[config.mk]
export PLATFORM = sky130hd
export DESIGN_NAME = program_loader_flat
export DESIGN_NICKNAME = d
export VERILOG_FILES = /design/src/rtl/program_loader_pkg.sv /design/src/rtl/program_loader_if.sv /design/src/rtl/program_loader_timeout_ctr.sv /design/src/rtl/program_loader.sv /design/src/flat_wrapper.sv
export SDC_FILE = /design/constraint.sdc
export NUM_CORES = 1
export LEC_CHECK = 0
export CAP_MARGIN = 20
export CORE_UTILIZATION = 55
export DETAILED_ROUTE_END_ITERATION = 6
export PLACE_DENSITY = 0.8
export SLEW_MARGIN = 10
export SYNTH_ARGS = -nofsm -noshare
export SYNTH_HDL_FRONTEND = slang
export SYNTH_SLANG_ARGS = --single-unit
[constraint.sdc]
create_clock -name CLK -period 4 [get_ports CLK]
set_clock_uncertainty 0.2 [all_clocks]
set_input_delay 0.8 -clock CLK [delete_from_list [all_inputs] [get_ports CLK]]
set_output_delay 0.8 -clock CLK [all_outputs]
set_load 0.05 [all_outputs]
[src/rtl/program_loader_pkg.sv]
// Shared types and constants for the UART program loader.
// The CSUM state exists only when LOADER_CHECKSUM_EN is defined.
package program_loader_pkg;

    localparam int IMEM_DEPTH_DEFAULT     = 32;
    localparam int IMEM_AW                = $clog2(IMEM_DEPTH_DEFAULT);
    localparam int DEFAULT_TIMEOUT_CYCLES = 100000;

    typedef enum logic [2:0] {
        IDLE,
        HI,
        LO,
`ifdef LOADER_CHECKSUM_EN
        CSUM,
`endif
        DONE,
        ERROR
    } load_state_t;

endpackage

[src/rtl/program_loader_if.sv]
// Byte-stream and instruction-memory bus of the program loader.
// slave is the loader side, master is the UART / core side.
interface program_loader_if
    import program_loader_pkg::*;
#(
    parameter int AW = IMEM_AW
) ();

    logic          rx_valid;
    logic [7:0]    rx_data;
    logic          reload;
    logic          imem_we;
    logic [AW-1:0] imem_addr;
    logic [15:0]   imem_wdata;
    logic          load_done;
    logic          load_error;
    logic [AW:0]   words_loaded;

    modport slave (
        input  rx_valid, rx_data, reload,
        output imem_we, imem_addr, imem_wdata, load_done, load_error, words_loaded
    );

    modport master (
        output rx_valid, rx_data, reload,
        input  imem_we, imem_addr, imem_wdata, load_done, load_error, words_loaded
    );

endinterface

[src/rtl/program_loader_timeout_ctr.sv]
// Inter-byte watchdog: counts idle cycles while enabled and flags
// expiry once TIMEOUT_CYCLES consecutive cycles pass without a clear.
module loader_timeout_ctr #(
    parameter int TIMEOUT_CYCLES = 100000
) (
    input  logic clk,
    input  logic rst,
    input  logic clear,
    input  logic enable,
    output logic expired
);

    localparam int CW = $clog2(TIMEOUT_CYCLES + 1);

    logic [CW-1:0] count;

    // expiry is seen in the cycle that would complete the TIMEOUT_CYCLES-th idle cycle
    assign expired = enable && (count == CW'(TIMEOUT_CYCLES - 1));

    // count idle cycles; the counter rests at zero whenever it is not armed
    always_ff @(posedge clk) begin
        if (rst) begin
            count <= '0;
        end else if (clear || !enable) begin
            count <= '0;
        end else if (!expired) begin
            count <= count + CW'(1);
        end
    end

endmodule

[src/rtl/program_loader.sv]
// Program loader: receives a word count, then N big-endian 16-bit words
// from a UART byte stream and writes them into instruction memory.
// Optional feature macro: LOADER_CHECKSUM_EN adds a trailing XOR checksum byte.
module program_loader
    import program_loader_pkg::*;
#(
    parameter int IMEM_DEPTH     = IMEM_DEPTH_DEFAULT,
    parameter int TIMEOUT_CYCLES = DEFAULT_TIMEOUT_CYCLES
) (
    input  logic             CLK,
    input  logic             RST,
    program_loader_if.slave  bus
);

    localparam int AW = $clog2(IMEM_DEPTH);
    localparam int WW = AW + 1;

    load_state_t   state;
    load_state_t   next_state;

    logic [7:0]    count_n;
    logic [7:0]    hi_byte;
    logic [WW-1:0] words_loaded_q;
    logic          we_q;
    logic [AW-1:0] addr_q;
    logic [15:0]   wdata_q;
`ifdef LOADER_CHECKSUM_EN
    logic [7:0]    csum_q;
`endif

    logic          accept_count;
    logic          latch_hi;
    logic          write_word;
    logic          last_word;
    logic          timer_enable;
    logic          timer_clear;
    logic          timer_expired;

    assign last_word   = (int'(words_loaded_q) == int'(count_n) - 1);
    assign timer_clear = bus.rx_valid || bus.reload || ((next_state == HI) && (state != HI));

    loader_timeout_ctr #(
        .TIMEOUT_CYCLES (TIMEOUT_CYCLES)
    ) u_timeout (
        .clk     (CLK),
        .rst     (RST),
        .clear   (timer_clear),
        .enable  (timer_enable),
        .expired (timer_expired)
    );

    // state register
    always_ff @(posedge CLK) begin
        if (RST) begin
            state <= IDLE;
        end else begin
            state <= next_state;
        end
    end

    // next-state decode and datapath strobes; a received byte beats a same-cycle timeout
    always_comb begin
        next_state   = state;
        accept_count = 1'b0;
        latch_hi     = 1'b0;
        write_word   = 1'b0;
        timer_enable = 1'b0;
        case (state)
            IDLE: begin
                if (bus.rx_valid) begin
                    if ((bus.rx_data == 8'd0) || (int'(bus.rx_data) > IMEM_DEPTH)) begin
                        next_state = ERROR;
                    end else begin
                        accept_count = 1'b1;
                        next_state   = HI;
                    end
                end
            end
            HI: begin
                timer_enable = 1'b1;
                if (bus.rx_valid) begin
                    latch_hi   = 1'b1;
                    next_state = LO;
                end else if (timer_expired) begin
                    next_state = ERROR;
                end
            end
            LO: begin
                timer_enable = 1'b1;
                if (bus.rx_valid) begin
                    write_word = 1'b1;
                    if (last_word) begin
`ifdef LOADER_CHECKSUM_EN
                        next_state = CSUM;
`else
                        next_state = DONE;
`endif
                    end else begin
                        next_state = HI;
                    end
                end else if (timer_expired) begin
                    next_state = ERROR;
                end
            end
`ifdef LOADER_CHECKSUM_EN
            CSUM: begin
                timer_enable = 1'b1;
                if (bus.rx_valid) begin
                    next_state = (bus.rx_data == csum_q) ? DONE : ERROR;
                end else if (timer_expired) begin
                    next_state = ERROR;
                end
            end
`endif
            DONE:    next_state = DONE;
            ERROR:   next_state = ERROR;
            default: next_state = IDLE;
        endcase
        if (bus.reload) begin
            next_state   = IDLE;
            accept_count = 1'b0;
            latch_hi     = 1'b0;
            write_word   = 1'b0;
        end
    end

    // datapath: word count, high byte, registered write port and word counter
    always_ff @(posedge CLK) begin
        if (RST) begin
            count_n        <= '0;
            hi_byte        <= '0;
            words_loaded_q <= '0;
            we_q           <= 1'b0;
            addr_q         <= '0;
            wdata_q        <= '0;
        end else begin
            we_q <= write_word;
            if (bus.reload) begin
                words_loaded_q <= '0;
            end else if (accept_count) begin
                count_n        <= bus.rx_data;
                words_loaded_q <= '0;
            end else if (we_q) begin
                words_loaded_q <= words_loaded_q + WW'(1);
            end
            if (latch_hi) begin
                hi_byte <= bus.rx_data;
            end
            if (write_word) begin
                addr_q  <= words_loaded_q[AW-1:0];
                wdata_q <= {hi_byte, bus.rx_data};
            end
        end
    end

`ifdef LOADER_CHECKSUM_EN
    // running XOR of the count byte and every data byte
    always_ff @(posedge CLK) begin
        if (RST) begin
            csum_q <= '0;
        end else if (accept_count) begin
            csum_q <= bus.rx_data;
        end else if (latch_hi || write_word) begin
            csum_q <= csum_q ^ bus.rx_data;
        end
    end
`endif

    assign bus.imem_we      = we_q;
    assign bus.imem_addr    = addr_q;
    assign bus.imem_wdata   = wdata_q;
    assign bus.words_loaded = words_loaded_q;
    assign bus.load_done    = (state == DONE);
    assign bus.load_error   = (state == ERROR);

endmodule

[src/flat_wrapper.sv]
// flat-port wrapper written by rule: the top's interface ports become plain ports
module program_loader_flat import program_loader_pkg::*;
#(
    parameter int IMEM_DEPTH     = IMEM_DEPTH_DEFAULT,
    parameter int TIMEOUT_CYCLES = DEFAULT_TIMEOUT_CYCLES
)
  (CLK, RST, bus_rx_valid, bus_rx_data, bus_reload, bus_imem_we, bus_imem_addr, bus_imem_wdata, bus_load_done, bus_load_error, bus_words_loaded);
  program_loader_if bus_i ();
  input  logic CLK;
  input  logic RST;
  input wire logic [$bits(bus_i.rx_valid)-1:0] bus_rx_valid;
  input wire logic [$bits(bus_i.rx_data)-1:0] bus_rx_data;
  input wire logic [$bits(bus_i.reload)-1:0] bus_reload;
  output wire logic [$bits(bus_i.imem_we)-1:0] bus_imem_we;
  output wire logic [$bits(bus_i.imem_addr)-1:0] bus_imem_addr;
  output wire logic [$bits(bus_i.imem_wdata)-1:0] bus_imem_wdata;
  output wire logic [$bits(bus_i.load_done)-1:0] bus_load_done;
  output wire logic [$bits(bus_i.load_error)-1:0] bus_load_error;
  output wire logic [$bits(bus_i.words_loaded)-1:0] bus_words_loaded;
  assign bus_i.rx_valid = bus_rx_valid;
  assign bus_i.rx_data = bus_rx_data;
  assign bus_i.reload = bus_reload;
  assign bus_imem_we = bus_i.imem_we;
  assign bus_imem_addr = bus_i.imem_addr;
  assign bus_imem_wdata = bus_i.imem_wdata;
  assign bus_load_done = bus_i.load_done;
  assign bus_load_error = bus_i.load_error;
  assign bus_words_loaded = bus_i.words_loaded;
  program_loader #(.IMEM_DEPTH(IMEM_DEPTH), .TIMEOUT_CYCLES(TIMEOUT_CYCLES)) u_core (.CLK(CLK), .RST(RST), .bus(bus_i));
endmodule
==> impl_metrics.csv <==
group,metric,value,unit
status,outcome,"complete, no violations",
final_layout,final_layout_size_suffix_gt1_share,8.00,%
run,drv_cap,0,
synth,synth_area_leaders,"dfxtp_1, nand2_1, nor2_1, mux2i_1, a21oi_1",
final_layout,regArea,0.00128,mm²
timing,worst_pin_slew,0.821,ns
routing,routed_wl,6190,µm
final_layout,antenna_cells,0,
setup_path,crit_path_end,"bus_load_done",
setup_path,r2r-start,"u_core.state[1]",
timing,finalCriticalPeriod,3.05,ns
clock_tree,root_buffer,"clkbuf_8",
final_layout,areaGrowthSynthToFinish,23.1,%
clock_tree,cts_buffers,9,
setup_path,r2r_slack,1.77,ns
clock_tree,clk_latency,0.34,ns
setup_path,critPathRequiredTime,3.00,ns
timing,rsz0062_at_grt,"false",
timing,slew_violations,0,
setup_path,cp.arrival,2.05,ns
synth,seq_area_frac_synth,45.4,%
synth,synthesis.nets,343,
pwr,internal_power,0.942,mW
min_path,hp-class,"flop to flop",
pwr,power_leakage,1.13,nW
die,dieArea,0.00542,mm²
pwr,swShare,22.5,%
synth,synth-edff-count,0,
final_layout,multi_input_area,0.00146,mm²
pwr,power.density,350,mW/mm²
clock_tree,cts_tree,"built",
routing,drc,0,
synth,ys_async_sr_fraction,0,%
pwr,pwr-share-clk,43.3,%
synth,ys_ff_latch,64,
pwr,switchingPower,0.273,mW
die,core_area,0.00482,mm²
final_layout,post-route-util,72.1,%
setup_path,crit_fanout,6,
routing,postRouteAntennaNets,0,
grt,antenna_found_initial,0,
setup_path,crit_chain,"or2b_1 > nor2_1 > clkdlybuf4s50_1",
clock_tree,clockBufferDepth,2,
grt,grt_use_total,25.3,%
routing,wl_per_cell,14.0,µm
setup_path,cp-end-kind,"primary output",
timing,setup_tns,0,ns
final_layout,design_area,0.00347,mm²
die,die_y,73.6,µm
grt,overflow,0,
synth,syn_avg_cell_area,8.61,µm²
routing,drtIter0Drc,139,
setup_path,reg2reg_depth,5,
routing,vias_per_cell,5.42,
synth,synth_top_area_cell,"dfxtp_1",
setup_path,critPathSlowestCell,"clkdlybuf4s50_1",
clock_tree,cts_resized,0,
setup_path,start_kind,"flop",
die,io_pins,42,
die,initial_core_util,58.6,%
setup_path,cp_slowest_stage_delay,0.81,ns
routing,vias,2397,
pwr,power_frac_seq,52.8,%
clock_tree,ctsHoldBuffers,0,
timing,hold_ws,0.255,ns
timing,setup_viol,0,
setup_path,crit_type,"flop to primary output",
timing,max_freq,0.328,GHz
clock_tree,cts.clk_slew.worst_paths,0.07,ns
final_layout,fin_nets,385,
grt,grt_max_degree,39,
place,io_buffers,41,
synth,synth_top_area_share,45.4,%
pwr,power,1.21,mW
pwr,comb_power_share,3.9,%
routing,firstDrtPassIters,4,
synth,netlist_instances,328,
clock_tree,h-tree-depth,3,
synth,synth_area,0.00282,mm²
clock_tree,cts.sink_count,64,
setup_path,startpoint,"u_core.state[1]",
pwr,peakVddDrop,257,µV
synth,synth_flop_cell,"dfxtp_1",
die,num_rows,25,
synth,yosysUniqueCellTypes,46,
place,dpl.hpwl,4280,µm
synth,synth_common_cells,"dfxtp_1, nand2_1, nor2_1",
clock_tree,cts_setup_buffers,0,
place,gp_congestion,0.829,
grt,grt_pass1_wl,10200,µm
place,place_area,0.00329,mm²
timing,max_slew_margin,45.2,%
timing,hold_violations,0,
grt,grt_pass1_vias,2239,
die,dieWidth,73.6,µm
setup_path,r2r_end,"u_core.count_n[1]",
final_layout,fillers,416,
synth,yosys.cell_count.top_type,"dfxtp_1",
timing,fin_crit_sh,76.2,%
synth,ys.warnings.count,0,
[cell type report]
cell class / instances / area share (%)
multi-input combinational: 244 / 42.1
tap: 67 / 2.41
timing repair buffer: 44 / 12.5
sequential: 64 / 36.9
inverter: 7 / 0.756
clock inverter: 7 / 1.80
clock buffer: 9 / 3.57
[stage by stage]
step / setup WS, ns / instances
after detailed placement: 0.830 / 426
after global routing: 0.895 / 442
after CTS: 0.947 / 442
final: 0.953 / 442
after floorplan: 1.45 / 328
after global placement: 0.881 / 426
[worst max-delay path: cells and delay by family (launching register included)]
kind,cells,cell delay (ns)
buf+inv,1,0.81
flops,1,0.46
simple gates,2,0.44
[registers in the layout (all words and copies together), names as in the netlist]
register and count:
u_core.hi_byte 8, u_core.bus.imem_wdata 16, u_core.u_timeout.count 17, u_core.bus.words_loaded 6
u_core.bus.imem_addr 5, u_core.count_n 8, u_core.bus.imem_we 1, u_core.state 3
[layout by cell type, fill, tap and decap left out, types with 5 or more instances in the layout]
| cell type | netlist | final |
|---|---|---|
| dfxtp_1 | 64 | 64 |
| nand2_1 | 52 | 52 |
| nor2_1 | 49 | 49 |
| clkdlybuf4s50_1 | 0 | 41 |
| a21oi_1 | 28 | 28 |
| xnor2_1 | 16 | 16 |
| mux2i_1 | 15 | 15 |
| xor2_1 | 11 | 11 |
| clkbuf_8 | 0 | 9 |
| nand3_1 | 8 | 8 |
| inv_1 | 7 | 7 |
| nor3_1 | 7 | 6 |
| nand4_1 | 6 | 6 |
| or3_1 | 5 | 5 |
| clkinv_2 | 0 | 5 |
[layer usage]
layer | up-vias | global-route usage, % | share of wire, % | wire (µm)
li1 | 1200 | - | - | -
met1 | 1148 | 32.7 | 46 | 2840
met2 | 43 | 39.4 | 48 | 2980
met3 | 6 | 7.96 | 4.9 | 306
met4 | 0 | 9.83 | 1.0 | 63
met5 | - | 0 | 0 | 0
[power by group through the flow]
stage / Combinational (mW) / Sequential (mW) / Clock [mW]
6_report: 0.0477 / 0.641 / 0.526
5_1_grt: 0.0520 / 0.641 / 0.565
4_1_cts: 0.0479 / 0.641 / 0.539
3_5_place_dp: 0.0478 / 0.656 / 0
3_3_place_gp: 0.0466 / 0.656 / 0
2_1_floorplan: 0.0275 / 0.654 / 0
[worst min path at each step]
stage                     slack [ns]                      start                        end  depth (start not counted)
final                           0.26          u_core.hi_byte[2]  u_core.bus.imem_wdata[10]                          2
after global routing            0.28  u_core.bus.imem_wdata[11]  u_core.bus.imem_wdata[11]                          2
after floorplan                 0.23          u_core.hi_byte[2]  u_core.bus.imem_wdata[10]                          2
after global placement          0.24          u_core.hi_byte[0]   u_core.bus.imem_wdata[8]                          2
after detailed placement        0.24          u_core.hi_byte[2]  u_core.bus.imem_wdata[10]                          2
after CTS                       0.25          u_core.hi_byte[2]  u_core.bus.imem_wdata[10]                          2
[logic make-up after synthesis]
family / count (synthesis) / share of synthesized area [%]
AO/OA/AOI/OAI: 41 / 8.69
XOR/XNOR: 27 / 8.38
adder cells (fa/ha/maj): 3 / 1.33
buffers and inverters: 20 / 2.93
flip-flops: 64 / 45.4
multiplexers: 15 / 5.32
AND/OR/NAND/NOR: 158 / 28.0
Power figures use the tool's default switching activity.
